===== src/rtl/design1_pkg.sv =====
// Shared widths, seven-segment glyph constants and the nibble-to-glyph lookup
// for the design1 display front-end.
package design1_pkg;

    localparam int unsigned SW_W       = 8;
    localparam int unsigned KEY_W      = 2;
    localparam int unsigned LED_W      = 10;
    localparam int unsigned SEG_W      = 8;
    localparam int unsigned NIBBLE_W   = 4;
    localparam int unsigned NUM_DIGITS = 6;
    localparam int unsigned BCD_DIGITS = 3;
    localparam int unsigned BCD_W      = BCD_DIGITS * NIBBLE_W;
    localparam int unsigned DP_BIT     = 7;

    // Active-low segment codes, bit order {dp,g,f,e,d,c,b,a}, dp off
    localparam logic [SEG_W-1:0] SEG_0     = 8'hC0;
    localparam logic [SEG_W-1:0] SEG_1     = 8'hF9;
    localparam logic [SEG_W-1:0] SEG_2     = 8'hA4;
    localparam logic [SEG_W-1:0] SEG_3     = 8'hB0;
    localparam logic [SEG_W-1:0] SEG_4     = 8'h99;
    localparam logic [SEG_W-1:0] SEG_5     = 8'h92;
    localparam logic [SEG_W-1:0] SEG_6     = 8'h82;
    localparam logic [SEG_W-1:0] SEG_7     = 8'hF8;
    localparam logic [SEG_W-1:0] SEG_8     = 8'h80;
    localparam logic [SEG_W-1:0] SEG_9     = 8'h90;
    localparam logic [SEG_W-1:0] SEG_A     = 8'h88;
    localparam logic [SEG_W-1:0] SEG_B     = 8'h83;
    localparam logic [SEG_W-1:0] SEG_C     = 8'hC6;
    localparam logic [SEG_W-1:0] SEG_D     = 8'hA1;
    localparam logic [SEG_W-1:0] SEG_E     = 8'h86;
    localparam logic [SEG_W-1:0] SEG_F     = 8'h8E;
    localparam logic [SEG_W-1:0] SEG_BLANK = 8'hFF;

    function automatic logic [SEG_W-1:0] hex_to_seg(input logic [NIBBLE_W-1:0] nibble);
        logic [SEG_W-1:0] seg;
        case (nibble)
            4'h0: seg = SEG_0;
            4'h1: seg = SEG_1;
            4'h2: seg = SEG_2;
            4'h3: seg = SEG_3;
            4'h4: seg = SEG_4;
            4'h5: seg = SEG_5;
            4'h6: seg = SEG_6;
            4'h7: seg = SEG_7;
            4'h8: seg = SEG_8;
            4'h9: seg = SEG_9;
            4'hA: seg = SEG_A;
            4'hB: seg = SEG_B;
            4'hC: seg = SEG_C;
            4'hD: seg = SEG_D;
            4'hE: seg = SEG_E;
            default: seg = SEG_F;
        endcase
        return seg;
    endfunction

endpackage


===== src/rtl/design1_display_if.sv =====
// Board-facing pin bundle: switches and keys in, LED bar and six digits out.
interface design1_display_if;
    import design1_pkg::*;

    logic [SW_W-1:0]  switch;
    logic [KEY_W-1:0] key;
    logic [LED_W-1:0] leds;
    logic [SEG_W-1:0] hex0;
    logic [SEG_W-1:0] hex1;
    logic [SEG_W-1:0] hex2;
    logic [SEG_W-1:0] hex3;
    logic [SEG_W-1:0] hex4;
    logic [SEG_W-1:0] hex5;

    modport master (output switch, key, input leds, hex0, hex1, hex2, hex3, hex4, hex5);
    modport slave  (input switch, key, output leds, hex0, hex1, hex2, hex3, hex4, hex5);
endinterface


===== src/rtl/design1_display_seg7_decoder.sv =====
// Combinational nibble-to-segment decoder; dp=1 lights the decimal point.
module seg7_decoder
    import design1_pkg::*;
(
    input  logic [NIBBLE_W-1:0] nibble,
    input  logic                dp,
    output logic [SEG_W-1:0]    seg_c
);

    always_comb begin
        seg_c         = hex_to_seg(nibble);
        seg_c[DP_BIT] = ~dp;
    end

endmodule


===== src/rtl/design1_display.sv =====
// Switch/LED mirror with hex, decimal and birthday seven-segment views.
// Optional build macro DESIGN1_DECIMAL_EN enables the hex4:hex2 decimal readout.
module design1_display
    import design1_pkg::*;
#(
    parameter logic [23:0] BDAY_BCD = 24'h061599
)
(
    input  logic              clk,
    input  logic              reset_n,
    design1_display_if.slave  bus
);

    logic [SW_W-1:0]   swMeta;
    logic [SW_W-1:0]   swSync;
    logic [KEY_W-1:0]  keyMeta;
    logic [KEY_W-1:0]  keySync;
    logic [KEY_W-1:0]  keyPrev;
    logic [KEY_W-1:0]  keyRise_c;
    logic              invert;
    logic              bday;
    logic [BCD_W-1:0]  bcd;
    logic              decBlank;

    logic [NUM_DIGITS*NIBBLE_W-1:0] digitNib;
    logic [NUM_DIGITS-1:0]          digitDp;
    logic [NUM_DIGITS-1:0]          digitBlank;
    logic [SEG_W-1:0]               segRaw [NUM_DIGITS];
    logic [SEG_W-1:0]               hexQ   [NUM_DIGITS];
    logic [LED_W-1:0]               ledsQ;

    // Two-flop synchronizers for the asynchronous board inputs
    always_ff @(posedge clk or negedge reset_n) begin
        if (!reset_n) begin
            swMeta  <= '0;
            swSync  <= '0;
            keyMeta <= '0;
            keySync <= '0;
        end else begin
            swMeta  <= bus.switch;
            swSync  <= swMeta;
            keyMeta <= bus.key;
            keySync <= keyMeta;
        end
    end

    assign keyRise_c = keySync & ~keyPrev;

    // Mode flags toggle once per key press, regardless of hold time
    always_ff @(posedge clk or negedge reset_n) begin
        if (!reset_n) begin
            keyPrev <= '0;
            invert  <= 1'b0;
            bday    <= 1'b0;
        end else begin
            keyPrev <= keySync;
            invert  <= invert ^ keyRise_c[0];
            bday    <= bday   ^ keyRise_c[1];
        end
    end

`ifdef DESIGN1_DECIMAL_EN
    logic [BCD_W+SW_W-1:0] dabble;

    // Double-dabble: add 3 to any BCD digit above 4, then shift in the next bit
    always_comb begin
        dabble = {BCD_W'(0), swSync};
        for (int i = 0; i < SW_W; i++) begin
            for (int d = 0; d < BCD_DIGITS; d++) begin
                if (dabble[SW_W+NIBBLE_W*d +: NIBBLE_W] > 4'd4) begin
                    dabble[SW_W+NIBBLE_W*d +: NIBBLE_W] =
                        dabble[SW_W+NIBBLE_W*d +: NIBBLE_W] + 4'd3;
                end
            end
            dabble = dabble << 1;
        end
        bcd = dabble[SW_W +: BCD_W];
    end

    assign decBlank = 1'b0;
`else
    assign bcd      = '0;
    assign decBlank = 1'b1;
`endif

    // Per-digit source select: normal {blank, dec, hex} or birthday MM.DD.YY
    always_comb begin
        digitNib   = {NIBBLE_W'(0), bcd, swSync};
        digitDp    = '0;
        digitBlank = {1'b1, {BCD_DIGITS{decBlank}}, 2'b00};
        if (bday) begin
            digitNib   = BDAY_BCD;
            digitDp    = 6'b010100;
            digitBlank = '0;
        end
    end

    for (genvar gi = 0; gi < NUM_DIGITS; gi++) begin : g_dec
        seg7_decoder u_dec (
            .nibble (digitNib[gi*NIBBLE_W +: NIBBLE_W]),
            .dp     (digitDp[gi]),
            .seg_c  (segRaw[gi])
        );
    end

    always_ff @(posedge clk or negedge reset_n) begin
        if (!reset_n) begin
            ledsQ <= '0;
            for (int g = 0; g < NUM_DIGITS; g++) hexQ[g] <= SEG_BLANK;
        end else begin
            ledsQ <= {bday, invert, swSync ^ {SW_W{invert}}};
            for (int g = 0; g < NUM_DIGITS; g++) hexQ[g] <= digitBlank[g] ? SEG_BLANK : segRaw[g];
        end
    end

    assign bus.leds = ledsQ;
    assign bus.hex0 = hexQ[0];
    assign bus.hex1 = hexQ[1];
    assign bus.hex2 = hexQ[2];
    assign bus.hex3 = hexQ[3];
    assign bus.hex4 = hexQ[4];
    assign bus.hex5 = hexQ[5];

endmodule


===== src/flat_wrapper.sv =====
// flat-port wrapper written by rule: the top's interface ports become plain ports
module design1_display_flat import design1_pkg::*;
#(
    parameter logic [23:0] BDAY_BCD = 24'h061599
)
  (clk, reset_n, bus_switch, bus_key, bus_leds, bus_hex0, bus_hex1, bus_hex2, bus_hex3, bus_hex4, bus_hex5);
  design1_display_if bus_i ();
  input  logic clk;
  input  logic reset_n;
  input wire logic [$bits(bus_i.switch)-1:0] bus_switch;
  input wire logic [$bits(bus_i.key)-1:0] bus_key;
  output wire logic [$bits(bus_i.leds)-1:0] bus_leds;
  output wire logic [$bits(bus_i.hex0)-1:0] bus_hex0;
  output wire logic [$bits(bus_i.hex1)-1:0] bus_hex1;
  output wire logic [$bits(bus_i.hex2)-1:0] bus_hex2;
  output wire logic [$bits(bus_i.hex3)-1:0] bus_hex3;
  output wire logic [$bits(bus_i.hex4)-1:0] bus_hex4;
  output wire logic [$bits(bus_i.hex5)-1:0] bus_hex5;
  assign bus_i.switch = bus_switch;
  assign bus_i.key = bus_key;
  assign bus_leds = bus_i.leds;
  assign bus_hex0 = bus_i.hex0;
  assign bus_hex1 = bus_i.hex1;
  assign bus_hex2 = bus_i.hex2;
  assign bus_hex3 = bus_i.hex3;
  assign bus_hex4 = bus_i.hex4;
  assign bus_hex5 = bus_i.hex5;
  design1_display #(.BDAY_BCD(BDAY_BCD)) u_core (.clk(clk), .reset_n(reset_n), .bus(bus_i));
endmodule

===== config.mk =====
export PLATFORM = sky130hd
export DESIGN_NAME = design1_display_flat
export DESIGN_NICKNAME = d
export VERILOG_FILES = /design/src/rtl/design1_pkg.sv /design/src/rtl/design1_display_if.sv /design/src/rtl/design1_display_seg7_decoder.sv /design/src/rtl/design1_display.sv /design/src/flat_wrapper.sv
export SDC_FILE = /design/constraint.sdc
export NUM_CORES = 1
export LEC_CHECK = 0
export BUFFER_PORTS_ARGS = -buffer_cell sky130_fd_sc_hd__buf_2
export CELL_PAD_IN_SITES_DETAIL_PLACEMENT = 0
export CELL_PAD_IN_SITES_GLOBAL_PLACEMENT = 2
export CORE_ASPECT_RATIO = 1.5
export CORE_MARGIN = 8
export CORE_UTILIZATION = 38
export DETAILED_ROUTE_END_ITERATION = 7
export PLACE_DENSITY_LB_ADDON = 0.1
export SKIP_LAST_GASP = 1
export SLEW_MARGIN = 20
export SYNTH_ARGS = -nofsm -noshare
export SYNTH_HDL_FRONTEND = slang
export SYNTH_HIERARCHICAL = 1
export SYNTH_SLANG_ARGS = --single-unit

===== constraint.sdc =====
create_clock -name clk -period 2.4 [get_ports clk]
set_input_delay 0.12 -clock clk [delete_from_list [all_inputs] [get_ports clk]]
set_output_delay 0.12 -clock clk [all_outputs]
set_load 0.01 [all_outputs]

==> impl_results.md <==
- Post-CTS sizing: 0
- Port buffer count: 69
- Worst skew pair latency: 0.33 ns
- Clock Path Buffers: 2
- WP data required: 2.65 ns
- Hold Vio Cnt, Final: 0
- CP Class: flip-flop to flip-flop
- Final period utilization: 0.832
- Die footprint: 14600 sq um
- Vias in the first global route: 2627
- FMAX: 501 MHz
- Status: finished clean
- Row count: 46
- Maximum VDD drop: 0.477 mV
- Detailed Route WL: 7.75 mm
- Top FF cell, synth: dfstp_2
- Total track usage: 0.114
- Worst hold path class: flip-flop to flip-flop
- Num ports: 70
- Total grt overflow: 0
- Crit path DAT: 2.24 ns
- Post-route setup TNS: 0 ns
- Nets@finish: 524
- Area growth syn-to-layout: 25.3%
- Routed len/inst: 12.5 um
- Core area: 10600 sq um
- Initial drt markers: 61
- Pwr dens: 1110 nW/um^2
- Detail Route Antenna Nets: 0
- DRT Pass-1 Iters: 4
- Initial antenna violation count: 0
- Share of cells above drive strength 1: 0.320
- Ant. Diodes: 0
- Clk slew on worst S/H paths: 0.06 ns
- Worst setup SP type: flip-flop
- Netlist Area Pre-Place: 4150 sq um
- Top-area cell type share of the netlist area: 0.304
- H-tree Lvls: 3
- Die width: 101 um
- Slew @ Worst Pin: 0.865 ns
- Number of remaining DRC errors: 0
- Crit end category: flip-flop
- RSZ-0062 raised after global routing: no
- First-pass GRT wire length: 12.8 mm
- Clock buffer count from CTS: 9
- Ys Warns: 6
- DIE HEIGHT: 144 um
- Final min period: 2.00 ns
- CTS Sinks: 82
- Final setup vio count: 0
- Root Driver: clkbuf_16
- Seq cells post-synth: 82
- Number of enable flip-flop cells after synthesis: 0
- Via count: 2614
- Synth area leaders: dfstp_2, dfrtp_1, ha_1
- Total chip power: 5740 uW
- Crit Path Max Fanout: 24
- Leak: 0.00248 uW
- Most common cell after layout, fill and taps aside: buf_2
- Reg2Reg Setup Slack: 0.40 ns
- MaxCap Viol Count: 0
- Max Slew Vio Count: 0
- Async SR Flop Fraction: 1.00
- Synth unique cells: 32
- Leading cell types in the layout, fill and taps excluded: buf_2, conb_1, dfstp_2
- Post-synth top area cell: dfstp_2
- Avg Cell Area, Syn: 12.2 sq um
- Gpl congestion: 0.774
- CTS tree: built
- Worst clock skew: 0.00546 ns
- Max_slew headroom: 0.423
- CTS Hold Bufs: 11
- Initial cell density of the core: 0.392
- Gate Count Post-Synth: 341
- Dpl hpwl: 5.42 mm
- Vias per cell: 4.22
- Post-CTS Setup Inserts: 0
- Sequential-to-total area share from yosys stat: 0.509
- Pin count of the biggest net entering global routing: 71
power breakdown:
group	total, uW	switching (uW)	internal, uW
sequential	2290	213	2070
clock	1390	531	861
combinational	2060	1140	921
logic make-up (layout without fill, tap and decap cells):
family / Yosys count / count (layout) / share of synthesized area
multiplexers: 32 / 32 / 0.0987
AO/OA/AOI/OAI: 42 / 42 / 0.0685
XOR/XNOR: 10 / 10 / 0.0211
other: 1 / 49 / 0.000904
buffers and inverters: 41 / 127 / 0.0534
flip-flops: 82 / 82 / 0.509
AND/OR/NAND/NOR: 91 / 91 / 0.121
adder cells (fa/ha/maj): 42 / 42 / 0.127
metal layers:
metal / vias to the layer above / GRT usage / share of wire
met2: 54 / 0.189 / 0.49
met4: 0 / 0.0654 / 0.023
li1: 1329 / - / -
met1: 1219 / 0.127 / 0.43
met3: 12 / 0.0315 / 0.054
met5: - / 0 / 0
final timing paths:
path | from | endpoint | cells past startpoint
max | u_core/bday | u_core/bus.hex1[3] | 5
min | u_core/swMeta[7] | u_core/swSync[7] | 0
max reg2reg | u_core/bday | u_core/bus.hex1[3] | 5
min reg2reg | u_core/swMeta[7] | u_core/swSync[7] | 0
max in group asynchronous | reset_n | u_core/bus.hex2[3] | 3
min in group asynchronous | reset_n | u_core/swMeta[5] | 2
Yosys cell counts (6+ instances only):
library cell,count
a21oi_1,6
a22o_1,10
buf_2,9
buf_6,7
dfrtp_1,34
dfstp_2,48
ha_1,42
inv_1,24
mux2_2,6
mux2i_1,21
nand2_1,11
nand2b_1,35
nor2_1,25
o21ai_0,13
xor2_1,8
state kept, by name, indices dropped and copies added (netlist names):
signal,count
u_core/bus.hex4,8
u_core/keyMeta,2
u_core/keySync,2
u_core/bus.hex0,8
u_core/swMeta,8
u_core/bus.leds,10
u_core/bus.hex2,8
u_core/keyPrev,2
u_core/invert,1
u_core/bus.hex5,8
u_core/bday,1
u_core/bus.hex1,8
u_core/swSync,8
u_core/bus.hex3,8
cell type report:
type                    count  area [sq um]
multi-input cells         266          1990
flip-flops and latches     82          2110
well taps                 144           180
fillers                  1012          5400
clock inverters             4          50.0
clock buffers              12           256
repair buffers             87           510
inverters                  24          90.1
through the flow:
step / setup WS (ns) / hold WS [ns] / cells / util / cell area, sq um
after detailed placement: 0.398 / 0.230 / 592 / 0.451 / 4780
after CTS: 0.357 / 0.350 / 619 / 0.490 / 5190
after floorplan: 0.256 / -0.176 / 389 / - / 4330
after global placement: 0.460 / 0.229 / 592 / 0.451 / 4780
after global routing: 0.229 / 0.357 / 619 / 0.490 / 5190
final: 0.402 / 0.347 / 619 / 0.490 / 5190
worst max-delay path: stages, from the launching register on:
cell and delay (ns):
dfrtp_2 0.57, nor2b_1 0.34, inv_1 0.17, ha_1 0.31, inv_1 0.05, mux4_1 0.47
(Power assumes the default switching activity.)
